## config.mk

```make
export PLATFORM = sky130hd
export DESIGN_NAME = mesh_to_spm_ctrl
export DESIGN_NICKNAME = d
export VERILOG_FILES = /design/src/rtl/mesh_to_spm_ctrl.sv
export SDC_FILE = /design/constraint.sdc
export NUM_CORES = 1
export LEC_CHECK = 0
export CORE_MARGIN = 5
export CORE_UTILIZATION = 45
export CTS_CLUSTER_SIZE = 14
export DETAILED_ROUTE_END_ITERATION = 8
export GPL_ROUTABILITY_DRIVEN = 0
export GPL_TIMING_DRIVEN = 0
export PLACE_DENSITY = 0.69
export SLEW_MARGIN = 25
export SYNTH_ARGS = -nofsm -noshare
export SYNTH_HDL_FRONTEND = slang
export SYNTH_SLANG_ARGS = --single-unit
```

## constraint.sdc

```tcl
create_clock -name clk -period 3.2 [get_ports clk]
set_input_delay 0.48 -clock clk [delete_from_list [all_inputs] [get_ports clk]]
set_output_delay 0.48 -clock clk [all_outputs]
set_load 0.05 [all_outputs]
```

## src/rtl/mesh_to_spm_ctrl.sv

```systemverilog
// mesh_to_spm_ctrl: drains per-PE egress FIFOs round-robin into a registered SPM write port,
// placing word_count words at consecutive addresses and optionally unpacking packet IDs.
module mesh_to_spm_ctrl #(
   parameter int SRAM_WRD_SIZE = 32,
   parameter int FIFO_WIDTH    = 36,
   parameter int FIFO_DEPTH    = 2,
   parameter int NUM_EGRESS_PE = 2,
   parameter int PKT_ID_WIDTH  = 4,
   parameter int ADDR_WIDTH    = 10
) (
   input  logic                     clk,
   input  logic                     rst,
   input  logic                     start,
   input  logic [ADDR_WIDTH-1:0]    base_addr,
   input  logic [ADDR_WIDTH:0]      word_count,
   input  logic                     pid_sel,
   output logic                     busy,
   output logic                     done,
   output logic                     format_err,
   input  logic [NUM_EGRESS_PE-1:0] egress_enqueue,
   input  logic [FIFO_WIDTH-1:0]    egress_wdata [NUM_EGRESS_PE],
   output logic [NUM_EGRESS_PE-1:0] egress_full,
   output logic                     spm_wvalid,
   input  logic                     spm_wready,
   output logic [ADDR_WIDTH-1:0]    spm_waddr,
   output logic [SRAM_WRD_SIZE-1:0] spm_wdata,
   output logic [PKT_ID_WIDTH-1:0]  spm_wid
);
   localparam int RW = NUM_EGRESS_PE > 1 ? $clog2(NUM_EGRESS_PE) : 1;
   localparam int PW = FIFO_DEPTH > 1 ? $clog2(FIFO_DEPTH) : 1;
   localparam int CW = $clog2(FIFO_DEPTH + 1);
   typedef enum logic [1:0] {IDLE, RUN, DONE} state_t;

   state_t state_q, state_d;
   logic [RW-1:0] rr_q, rr_d, gnt, idx;
   logic [ADDR_WIDTH-1:0] addr_q, addr_d, waddr_q, waddr_d;
   logic [ADDR_WIDTH:0] issue_q, issue_d, ack_q, ack_d;
   logic pid_q, pid_d, ferr_q, ferr_d, wvalid_q, wvalid_d;
   logic [SRAM_WRD_SIZE-1:0] wdata_q, wdata_d;
   logic [PKT_ID_WIDTH-1:0] wid_q, wid_d, pkt_id;
   logic [NUM_EGRESS_PE-1:0] nempty, pop;
   logic [NUM_EGRESS_PE-1:0][FIFO_WIDTH-1:0] head;
   logic [FIFO_WIDTH-1:0] pkt;
   logic deq, accept, any, ld, bad;

   for (genvar g = 0; g < NUM_EGRESS_PE; g++) begin : g_fifo
      logic [FIFO_WIDTH-1:0] mem_q [FIFO_DEPTH];
      logic [PW-1:0] wp_q, rp_q;
      logic [CW-1:0] cnt_q;
      logic push;
      assign egress_full[g] = cnt_q == CW'(FIFO_DEPTH);
      assign push = egress_enqueue[g] & ~egress_full[g];
      assign nempty[g] = cnt_q != '0;
      assign pop[g] = deq & (gnt == RW'(g));
      assign head[g] = mem_q[rp_q];
      always_ff @(posedge clk)
         if (push) mem_q[wp_q] <= egress_wdata[g];
      always_ff @(posedge clk or posedge rst)
         if (rst) begin
            wp_q  <= '0;
            rp_q  <= '0;
            cnt_q <= '0;
         end else begin
            if (push) wp_q <= wp_q == PW'(FIFO_DEPTH - 1) ? '0 : wp_q + PW'(1);
            if (pop[g]) rp_q <= rp_q == PW'(FIFO_DEPTH - 1) ? '0 : rp_q + PW'(1);
            cnt_q <= cnt_q + CW'(push) - CW'(pop[g]);
         end
   end

   // lowest offset from rr wins, so scan offsets from the far end down
   always_comb begin
      gnt = '0;
      idx = '0;
      for (int i = NUM_EGRESS_PE - 1; i >= 0; i--) begin
         idx = RW'((int'(rr_q) + i) % NUM_EGRESS_PE);
         if (nempty[idx]) gnt = idx;
      end
   end

   assign any    = |nempty;
   assign pkt    = head[gnt];
   assign pkt_id = pkt[FIFO_WIDTH-1 -: PKT_ID_WIDTH];
   assign bad    = pkt[31:28] != {4{pkt[27]}};
   assign accept = wvalid_q & spm_wready;
   assign deq    = state_q == RUN && issue_q != '0 && any && (!wvalid_q || spm_wready);
   assign ld     = state_q == IDLE && start;

   always_comb begin
      state_d  = state_q == IDLE ? (start ? (word_count == '0 ? DONE : RUN) : IDLE)
               : state_q == RUN ? (accept && ack_q == (ADDR_WIDTH+1)'(1) ? DONE : RUN) : IDLE;
      rr_d     = deq ? (gnt == RW'(NUM_EGRESS_PE - 1) ? '0 : gnt + RW'(1)) : rr_q;
      addr_d   = ld ? base_addr : deq ? addr_q + ADDR_WIDTH'(1) : addr_q;
      issue_d  = ld ? word_count : issue_q - (ADDR_WIDTH+1)'(deq);
      ack_d    = ld ? word_count : ack_q - (ADDR_WIDTH+1)'(accept);
      pid_d    = ld ? pid_sel : pid_q;
      ferr_d   = ld ? 1'b0 : ferr_q | (deq & pid_q & bad);
      wvalid_d = deq | (wvalid_q & ~spm_wready);
      waddr_d  = deq ? addr_q : waddr_q;
      wid_d    = deq ? pkt_id : wid_q;
      wdata_d  = deq ? (pid_q ? {pkt_id, pkt[27:0]} : pkt[SRAM_WRD_SIZE-1:0]) : wdata_q;
   end

   always_ff @(posedge clk or posedge rst)
      if (rst) begin
         state_q  <= IDLE;
         rr_q     <= '0;
         addr_q   <= '0;
         issue_q  <= '0;
         ack_q    <= '0;
         pid_q    <= 1'b0;
         ferr_q   <= 1'b0;
         wvalid_q <= 1'b0;
         waddr_q  <= '0;
         wid_q    <= '0;
         wdata_q  <= '0;
      end else begin
         state_q  <= state_d;
         rr_q     <= rr_d;
         addr_q   <= addr_d;
         issue_q  <= issue_d;
         ack_q    <= ack_d;
         pid_q    <= pid_d;
         ferr_q   <= ferr_d;
         wvalid_q <= wvalid_d;
         waddr_q  <= waddr_d;
         wid_q    <= wid_d;
         wdata_q  <= wdata_d;
      end

   assign busy       = state_q == RUN;
   assign done       = state_q == DONE;
   assign format_err = ferr_q;
   assign spm_wvalid = wvalid_q;
   assign spm_waddr  = waddr_q;
   assign spm_wdata  = wdata_q;
   assign spm_wid    = wid_q;
endmodule
```

==> qor.txt <==
Post-route clock period utilization: 0.9120
Cell breakdown of the critical path: nor4_1, nor3b_4, nand2_2, buf_6, buf_6, buf_6, inv_1, ha_1, ha_1, nand2b_1, nor2_1, xnor2_1, a21oi_1
Antenna violations before repair: 3
Max-cap viol count: 0
Die ar.: 0.02463 mm²
Sequential share of the synthesized area: 0.6819
Synth Area in XOR/XNOR: 0.02884
Clock skew: 0.01500 ns
Min cycle time layout: 2.918 ns
Fillers: 1,662
Data arrival time of the critical path: 3.36 ns
Post-synth top area share: 0.4450
Mux cell area share after synthesis: 0.09864
Setup Fix Bufs, Post-CTS: 0
Crit-path most repeated cell: buf_6
FF-to-FF Start: g_fifo[0].cnt_q[1]
Compound-cell area share of the yosys netlist: 0.06116
Area growth syn-to-layout: 30.36%
Num ports: 152
Final hold vios: 0
Dpl cell area: 0.01174 mm²
Most frequent cells in the layout: clkdlybuf4s50_1, edfxtp_1, dfrtp_1, nand2_1, o21ai_0
DRC violations left: 0
Commonest non-fill, non-tap cell in the layout: clkdlybuf4s50_1
Post-synth net total: 818
Antenna diodes: 0
Worst slew pin tran: 0.7610 ns
Vias in the first global route: 6,551
Post-synth EDFFs: 144
Worst hold slack: 0.3071 ns
Clk root buf: clkbuf_16
Post-cts resize count: 0
Critical Path Start Type: flop
Worst-skew pair later-pin latency: 0.53 ns
Syn Area/Cell: 13.70 µm²
Global-route wire length before repair: 35.29 mm
Post-Synth Simple-Gate Area: 0.09529
H-tree depth: 1
CP max stage delay: 0.70 ns
Dpl ws: -0.1639 ns
Die H: 156.9 µm
Leakage power: 4.792 nW
Ys Warns: 0
Reg2reg path depth: 13
Overall Global Routing Usage: 0.1853
Unique cell type count in the Yosys netlist: 54
Pins Over Slew Limit: 0
Placed cell count: 1,141
Worst setup margin: 0.2817 ns
Layout Utilization: 0.5988
Post-synthesis register bit count: 236
Vias: 6,230
Fraction of layout cells with a size suffix above 1: 0.1291
Core Rows: 53
Post-synth top flop: edfxtp_1
Mapped Area: 0.009717 mm²
Syn Inst Count: 709
Final Setup Violations: 0
Largest net degree at the start of global routing: 64
CTS sink cnt: 236
CP Max Fanout: 10
Hold Buf Count CTS: 0
FF-to-FF setup slack: 0.28 ns
Reg2reg end: issue_q[8]
CTS tree: built
Finished Cell Area: 0.01267 mm²
Total Routed Length: 22.84 mm
Die X: 156.9 µm
Status: complete, no violations
Post-synth top area cell: edfxtp_1
Grt ovf: 0
CORE AREA: 0.02115 mm²
HP Class: primary input to asynchronous set/reset pin
CTS Buf Count: 26
Ranking of synthesized cells by area: edfxtp_1, dfrtp_1, mux2i_1, mux2_2, nand2_1
Total power: 13.00 mW
DRT Pass-1 Iters: 6
Worst IR Drop VDD: 0.6123 mV
Detail Route Antenna Nets: 0
RSZ-0062 raised after global routing: false
TNS Setup: 0 ns
Nets: 1,003
Largest family of logic cells by synthesized area: multiplexers
Worst slew margin: 0.4880
CP max-delay cell: nor4_1
Port Buf Inserts: 151
Setup crit end kind: flop
Power Density: 1026 mW/mm²
Detailed Route Iter0 Violations: 297
Clock-pin slew on the worst setup and hold paths: 0.06 ns
Worst endpoint required time: 3.64 ns
Adder-cell area share of the yosys netlist: 0.01159
Non-Filler Instances: 1,189
Drt wl/cell: 19.21 µm
Starting Density: 0.4593
Asr flop ratio synth: 0.3898
HPWL Detailed: 16.18 mm
Via density: 5.240
F_max: 342.7 MHz
Setup Crit Path Kind: flop to flop
Clock Path Buffers: 3
kinds of logic after synthesis:
group                    after synthesis
flip-flops                           236
AND/OR/NAND/NOR                      190
AO/OA/AOI/OAI                        111
multiplexers                          86
buffers and inverters                 45
XOR/XNOR                              32
adder cells (fa/ha/maj)                9
flip-flops by register name, summed over array words and instances, names as in the netlist, 2 cells and up:
signal / flops
ack_q: 11
g_fifo.rp_q: 2
issue_q: 11
spm_waddr: 10
spm_wdata: 32
spm_wid: 4
g_fifo.wp_q: 2
g_fifo.cnt_q: 4
g_fifo.mem_q: 144
state_q: 2
addr_q: 10
synth_stat cells, types with 2 or more instances:
cell / number
nor3b_1: 3
nor4_2: 2
nor3_1: 7
mux4_2: 4
xor2_1: 14
mux2_1: 8
and4_1: 2
o311ai_0: 2
nor2b_1: 3
o22ai_1: 2
nand2_1: 87
clkbuf_1: 9
buf_1: 5
and3_1: 4
mux2i_1: 44
clkbuf_2: 2
buf_2: 14
o21ai_1: 5
o21ai_0: 56
a22oi_1: 2
o41ai_1: 2
nor2_1: 40
nand3_1: 10
and2_1: 2
inv_1: 11
nor4_1: 8
nand2b_1: 7
mux2_2: 30
dfrtp_1: 92
buf_6: 4
edfxtp_1: 144
xnor2_1: 18
a21oi_1: 37
ha_1: 9
where the power goes:
part           total, mW  internal, mW  switching [mW]  leakage, nW
registers           4.85          4.29           0.559         2.41
clock network       3.07          1.90            1.17        0.462
logic               5.08          1.94            3.14         1.92
how the worst max path moves through the flow:
stage                     slack (ns)             to  depth (start not counted)          startpoint
after detailed placement       -0.16     issue_q[9]                         13          spm_wready
after floorplan                 0.33       ack_q[0]                          1                 rst
after global routing            0.03     issue_q[6]                         13  g_fifo[0].cnt_q[1]
final                           0.28     issue_q[8]                         13  g_fifo[0].cnt_q[1]
after global placement         -1.29  spm_wdata[12]                          2                 rst
after CTS                       0.23     issue_q[6]                         13  g_fifo[0].cnt_q[1]
critical path: cells and delay by family, from the launching register on:
| kind | cells | cell delay [ns] |
|---|---|---|
| AOI/OAI and AO/OA | 1 | 0.16 |
| adders and majority gates | 2 | 0.40 |
| xor gates and xnor gates | 1 | 0.12 |
| buffers and inverters | 4 | 0.54 |
| and+or+nand+nor | 5 | 1.18 |
| DFF | 1 | 0.42 |
layout make-up:
class,count,area [µm²],area share
multi-input combinational,428,2889,0.2281
clock buffer,44,892.1,0.07043
buffer,34,177.7,0.01403
timing repair buffer,157,1654,0.1306
sequential,236,6626,0.5231
clock inverter,4,37.54,0.002963
inverter,11,46.29,0.003655
tap,275,344.1,0.02716
metal layers:
layer  global-route usage  up-vias  wire length [µm]
met2               0.3054      185             10850
met4              0.04876        6               466
met3              0.04537       39              1634
met1               0.2483     3051              9843
li1                     -     2949                 -
met5             0.003968        -                40
Note: power is estimated with default switching activity, not from simulation.
